--- config.mk ---
export PLATFORM = sky130hd
export DESIGN_NAME = multicycle_control
export DESIGN_NICKNAME = d
export VERILOG_FILES = /design/src/rtl/multicycle_control.sv
export SDC_FILE = /design/constraint.sdc
export NUM_CORES = 1
export LEC_CHECK = 0
export BUFFER_PORTS_ARGS = -buffer_cell sky130_fd_sc_hd__buf_2
export CAP_MARGIN = 15
export CORE_MARGIN = 2
export CORE_UTILIZATION = 53
export CTS_CLUSTER_DIAMETER = 150
export CTS_CLUSTER_SIZE = 10
export DETAILED_ROUTE_END_ITERATION = 10
export GPL_TIMING_DRIVEN = 0
export PLACE_DENSITY = 0.85
export SLEW_MARGIN = 30
export SYNTH_ARGS = -nofsm -noshare
export SYNTH_HDL_FRONTEND = slang
export SYNTH_SLANG_ARGS = --single-unit
--- constraint.sdc ---
create_clock -name clk_i -period 2.5 [get_ports clk_i]
set_input_delay 0.125 -clock clk_i [delete_from_list [all_inputs] [get_ports clk_i]]
set_output_delay 0.125 -clock clk_i [all_outputs]
set_load 0.01 [all_outputs]
--- src/rtl/multicycle_control.sv ---
// Multi-cycle FETCH/DECODE/EXEC/WB sequencer with an iterative-multiplier handshake,
// retired-instruction counter and a sticky trap for illegal opcodes or a hung multiplier.
module multicycle_control #(
  parameter int MUL_TIMEOUT = 32,
  parameter int CNT_W       = 32
) (
  input  logic             clk_i,
  input  logic             rst_i,
  input  logic             start_i,
  input  logic [6:0]       Op_i,
  input  logic [6:0]       funct7_i,
  input  logic             imem_ready_i,
  input  logic             mul_done_i,
  output logic             imem_req_o,
  output logic             IRWrite_o,
  output logic [1:0]       ALUOp_o,
  output logic             ALUSrc_o,
  output logic             mul_start_o,
  output logic             RegWrite_o,
  output logic             PCWrite_o,
  output logic             illegal_o,
  output logic [2:0]       state_o,
  output logic [CNT_W-1:0] retired_o
);

  // state   | meaning
  // IDLE    | waiting for start_i
  // FETCH   | imem request outstanding, IR loads when imem_ready_i
  // DECODE  | latch ALUOp/ALUSrc, dispatch on opcode/funct7
  // EXEC    | ALU settles, no enables
  // MULWAIT | waiting for mul_done_i, bounded by MUL_TIMEOUT
  // WB      | register write, PC advance, retire
  // TRAP    | terminal until reset, illegal_o held
  typedef enum logic [2:0] {
    S_IDLE    = 3'd0,
    S_FETCH   = 3'd1,
    S_DECODE  = 3'd2,
    S_EXEC    = 3'd3,
    S_MULWAIT = 3'd4,
    S_WB      = 3'd5,
    S_TRAP    = 3'd6
  } state_e;

  localparam logic [6:0] OP_R   = 7'b0110011;
  localparam logic [6:0] OP_I   = 7'b0010011;
  localparam logic [6:0] F7_MUL = 7'b0000001;
  localparam logic [7:0] MUL_TO = 8'(MUL_TIMEOUT);

  state_e           state_q;
  logic             imem_req_q;
  logic [1:0]       alu_op_q;
  logic             alu_src_q;
  logic             mul_start_q;
  logic             reg_write_q;
  logic             pc_write_q;
  logic             illegal_q;
  logic [7:0]       mul_cnt_q;
  logic [CNT_W-1:0] retired_q;

  // Enables are registered one edge ahead of the state they belong to, so every
  // output except IRWrite_o is a clean Moore output.
  always_ff @(posedge clk_i or negedge rst_i) begin
    if (!rst_i) begin
      state_q     <= S_IDLE;
      imem_req_q  <= 1'b0;
      alu_op_q    <= 2'b00;
      alu_src_q   <= 1'b0;
      mul_start_q <= 1'b0;
      reg_write_q <= 1'b0;
      pc_write_q  <= 1'b0;
      illegal_q   <= 1'b0;
      mul_cnt_q   <= 8'd0;
      retired_q   <= '0;
    end else begin
      imem_req_q  <= 1'b0;
      mul_start_q <= 1'b0;
      reg_write_q <= 1'b0;
      pc_write_q  <= 1'b0;
      case (state_q)
        S_IDLE: begin
          if (start_i) begin
            state_q    <= S_FETCH;
            imem_req_q <= 1'b1;
          end
        end
        S_FETCH: begin
          if (imem_ready_i) state_q <= S_DECODE;
          else              imem_req_q <= 1'b1;
        end
        S_DECODE: begin
          if (Op_i == OP_R) begin
            alu_src_q <= 1'b0;
            if (funct7_i == F7_MUL) begin
              alu_op_q    <= 2'b11;
              mul_start_q <= 1'b1;
              mul_cnt_q   <= 8'd0;
              state_q     <= S_MULWAIT;
            end else begin
              alu_op_q <= 2'b10;
              state_q  <= S_EXEC;
            end
          end else if (Op_i == OP_I) begin
            alu_op_q  <= 2'b00;
            alu_src_q <= 1'b1;
            state_q   <= S_EXEC;
          end else begin
            illegal_q <= 1'b1;
            state_q   <= S_TRAP;
          end
        end
        S_EXEC: begin
          state_q     <= S_WB;
          reg_write_q <= 1'b1;
          pc_write_q  <= 1'b1;
        end
        S_MULWAIT: begin
          // done wins over a timeout landing in the same cycle
          if (mul_done_i) begin
            state_q     <= S_WB;
            reg_write_q <= 1'b1;
            pc_write_q  <= 1'b1;
          end else if (mul_cnt_q + 8'd1 == MUL_TO) begin
            illegal_q <= 1'b1;
            state_q   <= S_TRAP;
          end else begin
            mul_cnt_q <= mul_cnt_q + 8'd1;
          end
        end
        S_WB: begin
          retired_q <= retired_q + CNT_W'(1);
          if (start_i) begin
            state_q    <= S_FETCH;
            imem_req_q <= 1'b1;
          end else begin
            state_q <= S_IDLE;
          end
        end
        S_TRAP: state_q <= S_TRAP;
        default: state_q <= S_IDLE;
      endcase
    end
  end

  assign IRWrite_o   = (state_q == S_FETCH) && imem_ready_i;
  assign imem_req_o  = imem_req_q;
  assign ALUOp_o     = alu_op_q;
  assign ALUSrc_o    = alu_src_q;
  assign mul_start_o = mul_start_q;
  assign RegWrite_o  = reg_write_q;
  assign PCWrite_o   = pc_write_q;
  assign illegal_o   = illegal_q;
  assign state_o     = state_q;
  assign retired_o   = retired_q;

endmodule

# Word-level counts from Yosys, hierarchy flattened
# Cells that the tools add are included.
[totals]
register_bits = 50
in_bits = 19
output_inout_bits = 44
wordCells = 72
[op_classes]
addsub = 2
n_eq_ne = 20
muxes = 32
reduce_logical = 9
[ops]
columns = ["cell", "n"]
rows = [
  ["32-bit by 1-bit adder with 32-bit output, second input constant", 1],
  ["8-bit 2-to-1 mux", 4],
  ["3-bit 2-to-1 mux", 7],
  ["3-bit one-hot mux with 7 select lines", 1],
  ["2-bit inequality test, second input constant", 9],
  ["8-bit one-hot mux with 2 select lines", 1],
  ["1-bit 2-to-1 mux", 14],
  ["5-bit AND reduction", 2],
  ["3-bit == test, second input constant", 3],
  ["8-bit by 1-bit adder with 8-bit output, second input constant", 1],
  ["8-bit by 6-bit == test with 1-bit output, second input constant", 1],
  ["7-bit by 1-bit == test with 1-bit output, second input constant", 1],
  ["7-bit by 5-bit == test with 1-bit output, second input constant", 1],
  ["7-bit by 6-bit == test with 1-bit output, second input constant", 1],
  ["3-bit by 2-bit == test with 1-bit output, second input constant", 2],
  ["1-bit one-hot mux with 2 select lines", 3],
  ["2-bit 2-to-1 mux", 2],
  ["2-bit nonzero test", 2],
  ["3-bit by 1-bit == test with 1-bit output, second input constant", 1],
  ["3-bit zero test", 1],
  ["3-bit inequality test, second input constant", 1],
  ["3-bit AND reduction", 1],
  ["2-bit AND reduction", 1],
  ["2-bit OR reduction", 1],
  ["1-bit logical AND", 1],
]

# Logic depth before layout (Yosys ltp)
[depth]
depth_word = 5
depth_mapped = 6
ltp_nobuf = 6

# Worst setup path after synthesis
# Ideal clock, no wire load.
[synth_timing]
path_type = "register to register"
start = "register mul_cnt_q[3]"
end = "register state_q[0] (netlist: state_o[0])"
setup_ns = 0.125
t_arrival_ns = 1.732
t_required_ns = 2.375
path_slack_ns = 0.643
path_stages_with_launch = 7
period_less_slack_ns = 1.857
path_cell_list = "dfrtp_1 -> nand2_2 -> or3_1 -> buf_6 -> mux2i_4 -> a211oi_2 -> mux2_4"
[synth_between]
elab_chain_cells = 4
[synth_rtl]
columns = ["item", "line_no", "rtl"]
rows = [
  ["start, declared", "57", "logic [7:0] mul_cnt_q;"],
  ["start signal, assigned", "126", "mul_cnt_q <= mul_cnt_q + 8'd1;"],
  ["8-bit by 1-bit adder with 8-bit output", "122", "end else if (mul_cnt_q + 8'd1 == MUL_TO) begin"],
  ["8-bit by 6-bit == test with 1-bit output", "122", ""],
  ["3-bit inequality test (no source line)", "-", ""],
  ["3-bit AND reduction (no source line)", "-", ""],
  ["end signal, assigned", "119", "state_q <= S_WB;"],
  ["end signal, assigned", "124", "state_q <= S_TRAP;"],
  ["end signal, assigned", "132", "state_q <= S_FETCH;"],
  ["end, declared", "49", "state_e state_q;"],
]
# No other way between the ends.
# A chain may end at the register's enable or synchronous reset.

# Worst setup path after layout
[layout_timing]
start = "register mul_cnt_q[3]"
end = "register mul_cnt_q[0]"
[layout_between]
elab_chain_cells = 4
[layout_rtl]
columns = ["item", "line_no"]
rows = [
  ["8-bit by 1-bit adder with 8-bit output", "122"],
  ["8-bit by 6-bit == test with 1-bit output", "122"],
  ["2-bit inequality test (no source line)", "-"],
  ["5-bit AND reduction (no source line)", "-"],
]
# No other way between the ends.

==> flow_results.org <==
** Timing
- Relative slew slack :: 59.71%
- RSZ-0062 raised after global routing :: false
- Between clock sinks in the finished design, the worst skew comes to 6.764 ps.
- Final setup violation count :: 0
- Final hold viol count :: 0
- Derived from the worst setup path, the maximum achievable clock frequency is 0.4824 GHz.
- Transition time at the pin with the least slew margin :: 604.3 ps
- Pins Over Slew Limit :: 0
- The worst path uses 82.92% of the clock period.
- Subtracting the final worst setup slack from the clock period gives 2073 ps.
- Total negative slack :: 0 ps
- Worst Hold Margin :: 29.33 ps

** Pwr
- Power Density :: 767.8 mW/mm2
- Across the VDD grid, the largest voltage drop is 0.0004432 V.
- In this run the static leakage power is 1.555 nW.

** Synth
- Number of synthesized register bits :: 50
- The portion of synthesized area spent on multiplexers is 2.800%.
- Area share of fa/ha/maj cells after synthesis :: 0.9823%
- Number of enable flip-flop cells after synthesis :: 0
- After Yosys synthesis, XOR and XNOR cells account for 11.64% of the synthesized area.
- The synthesized design spends more area on one cell type than any other, namely dfrtp_1.
- Counting every instance in the synthesized netlist gives 241.
- Dominant combinational cell family by area after synthesis :: simple AND/OR/NAND/NOR gates
- Each instance of the synthesized netlist takes up on average 10.57 um2.
- Number of different library cells in the post-synthesis netlist :: 51
- The synthesized netlist devotes 11.05% of its cell area to compound gates.
- Of the total synthesized cell area, the portion taken by AND, OR, NAND and NOR gates is 21.81%.
- Most repeated cell in the gate-level netlist after synthesis :: dfrtp_1
- Post-synth top area share :: 49.12%
- For this run, the leading register cell type out of synthesis is dfrtp_1.
- Counting every net in the synthesized netlist gives 262.
- Share of the yosys chip area belonging to registers :: 49.12%
- Leading cell types by total area after synthesis :: dfrtp_1 (49%), xnor2_1 (6.5%), xor2_1 (4.5%)
- Sorting the synthesized cells by how often they occur yields dfrtp_1 (50), nand2_1 (22), xnor2_1 (19).
- Warnings, synthesis :: 0
- After synthesis, the share of flip-flops with an asynchronous set or reset is 100.0%.
- Summing every instance area after synthesis gives 0.002547 mm2.

** Detailed routing
- In this run, the number of DRC markers left after iteration 0 of detailed routing was 80.
- Number of vias in the routed layout :: 2,048
- The count of nets left with antenna violations once routing finished came out at 0.
- The first detailed-routing pass took 4 iterations.
- After detailed routing, the total wire length is 4.941 mm.
- Residual DRC :: 0
- Vias per std cell :: 5.596
- Routed length per instance :: 13.50 um

** Floorplanning
- During I/O placement, the number of pins put on the boundary was 63.
- Core outline area :: 0.004692 mm2
- Row count :: 25
- Measured along the x axis, the die boundary spans 73.33 um.
- Initial cell density of the core :: 54.29%
- Measured along the y axis, the die boundary spans 73.33 um.
- Die outline area :: 0.005377 mm2

** Clock tree
- After clock tree synthesis, the clock-pin slew on the worst setup and hold paths is 90 ps.
- Clock latency on the worst-skew pair :: 300 ps
- Buffer levels on the longest clock path :: 2
- The number of clock buffers added by TritonCTS is 5.
- After clock tree synthesis, the setup repair step added 0 buffers.
- Maximum level of the CTS H-tree :: 2
- Clock tree synthesis selected as its root buffer the cell clkbuf_8.
- CTS saw 50 sinks.
- Clock tree from TritonCTS :: yes

** Global routing
- The number of antenna violations at the first check in global routing was 0.
- Entering global routing, the biggest net connects 51 pins.
- Global routing consumed, over all layers together, 19.72% of the routing resources.
- Congestion Overflow GR :: 0
- Global-route wire length before repair :: 8.397 mm
- The via count of the first global-routing pass came to 1,943.

** Place
- Number of buffers inserted by port buffering :: 62
- Routability Congestion :: 0.8452
- Half-perimeter wire length after placement :: 3.679 mm

** Setup path
- The cell family contributing the most delay on the critical path is compound AO/OA/AOI/OAI gates.
- Of all nets on the critical path, the largest fanout is 9.
- Buffers plus inverters on the worst setup path :: 0
- The worst setup path is launched from a flop.
- Crit end category :: flop
- Peak per-stage delay on the critical path :: 570 ps
- Type of the setup path with the least slack :: reg -> reg
- Data required time at the worst endpoint :: 2740 ps
- Walking the worst path, the cells encountered are or2_1, a21oi_1, o2111ai_2, a211oi_2, mux2_2.
- In this run the register-to-register setup slack is 430 ps.
- Critical path's slowest cell :: a211oi_2
- Data arrives at the worst endpoint at 2310 ps.

** Worst hold path
- HP Class :: in -> reg

** Layout
- Share of cells above drive strength 1 :: 31.73%
- Antenna cells :: 0
- From synthesis to final layout, the design area changed by 19.65%.
- The net count of the finished layout is 332.

** Run status
- Outcome :: complete, no violations

** Job
- Maximum Capacitance Violations :: 0
## worst register-to-register path, cell delays in order, from the launching register on
cell and delay [ps]:
dfrtp_1 460, or2_1 250, a21oi_1 170, o2111ai_2 310
a211oi_2 570, mux2_2 250
## cell usage in the layout, fill, tap and decap left out, drive strengths merged, types with 2 or more instances in the layout
master | Yosys | routed
buf | 6 | 68
and2 | 5 | 5
clkbuf | 1 | 7
or3 | 2 | 2
ha | 2 | 2
nor2b | 2 | 2
nor3 | 5 | 5
or2 | 3 | 3
o31ai | 2 | 2
and3 | 6 | 6
a21o | 5 | 5
nor2 | 13 | 13
a211oi | 2 | 2
nor4b | 4 | 4
mux2 | 4 | 4
xor2 | 13 | 13
dfrtp | 50 | 50
nand3 | 14 | 14
xnor2 | 20 | 20
nor4 | 3 | 3
o21a | 2 | 2
o21ai | 8 | 8
nand2 | 23 | 23
nand3b | 3 | 3
a21oi | 5 | 5
nand4 | 8 | 8
inv | 6 | 6
nand2b | 7 | 7
and3b | 2 | 2
o221ai | 2 | 2
o221a | 4 | 4
## state kept, by name, summed over array words and instances, names as in the netlist
| signal | flops |
|---|---|
| mul_cnt_q | 8 |
| illegal_o | 1 |
| ALUSrc_o | 1 |
| retired_o | 32 |
| ALUOp_o | 2 |
| PCWrite_o | 1 |
| mul_start_o | 1 |
| imem_req_o | 1 |
| state_o | 3 |
## cells by family (layout without fill, tap and decap cells)
family / Yosys count / after routing
adders and majority gates: 2 / 2
DFF: 50 / 50
AOI/OAI and AO/OA: 36 / 36
buffers and inverters: 13 / 84
and+or+nand+nor: 102 / 102
xor gates and xnor gates: 33 / 33
muxes: 5 / 5
## repair_timing
| action | CTS | global route |
|---|---|---|
| gates resized for setup | 0 | 0 |
| hold endpoints to repair | 50 | 0 |
| hold buffers | 1 | 0 |
## per-stage QoR
step	setup slack, ps	std cells	cell area, um2	util (%)	total power, mW
finish	426.9	366	3048	64.96	2.340
global route	246.7	366	3048	64.96	2.496
CTS	431.5	366	3048	64.96	2.364
detailed placement	466.0	357	2928	62.40	1.794
global placement	473.2	357	2925	62.35	1.768
floorplan	642.7	241	2547	-	1.556
## layout make-up
cell class | count | area [um2]
clock buffer | 6 | 72.57
multi-input combinational | 178 | 1230
buffer | 7 | 43.79
fill | 385 | 1644
clock inverter | 2 | 37.54
tap | 54 | 67.56
sequential | 50 | 1251
timing repair buffer | 63 | 322.8
inverter | 6 | 22.52
## power breakdown
| part | switching, mW | internal [mW] |
|---|---|---|
| Combinational | 0.372 | 0.342 |
| Sequential | 0.136 | 0.928 |
| Clock | 0.262 | 0.299 |
## path summary, 6_finish.rpt
kind                                            from                   endpoint  depth (start not counted)
max                         mul_cnt_q[3]$_DFFE_PN0P_   mul_cnt_q[0]$_DFFE_PN0P_                          5
min                                          Op_i[5]       ALUSrc_o$_DFFE_PN0P_                          2
max reg2reg                 mul_cnt_q[3]$_DFFE_PN0P_   mul_cnt_q[0]$_DFFE_PN0P_                          5
min reg2reg                retired_o[31]$_DFFE_PN0N_  retired_o[31]$_DFFE_PN0N_                          1
max in group asynchronous                      rst_i     ALUOp_o[0]$_DFFE_PN0P_                          2
min in group asynchronous                      rst_i  retired_o[15]$_DFFE_PN0N_                          2
## metal layers
layer	global-route usage, %	wire [um]	up-vias
met5	0	0	-
met4	5.051	32	0
met3	4.115	230	3
met2	34.83	2470	52
met1	24.62	2208	1003
li1	-	-	990
Power figures use the tool's default switching activity.
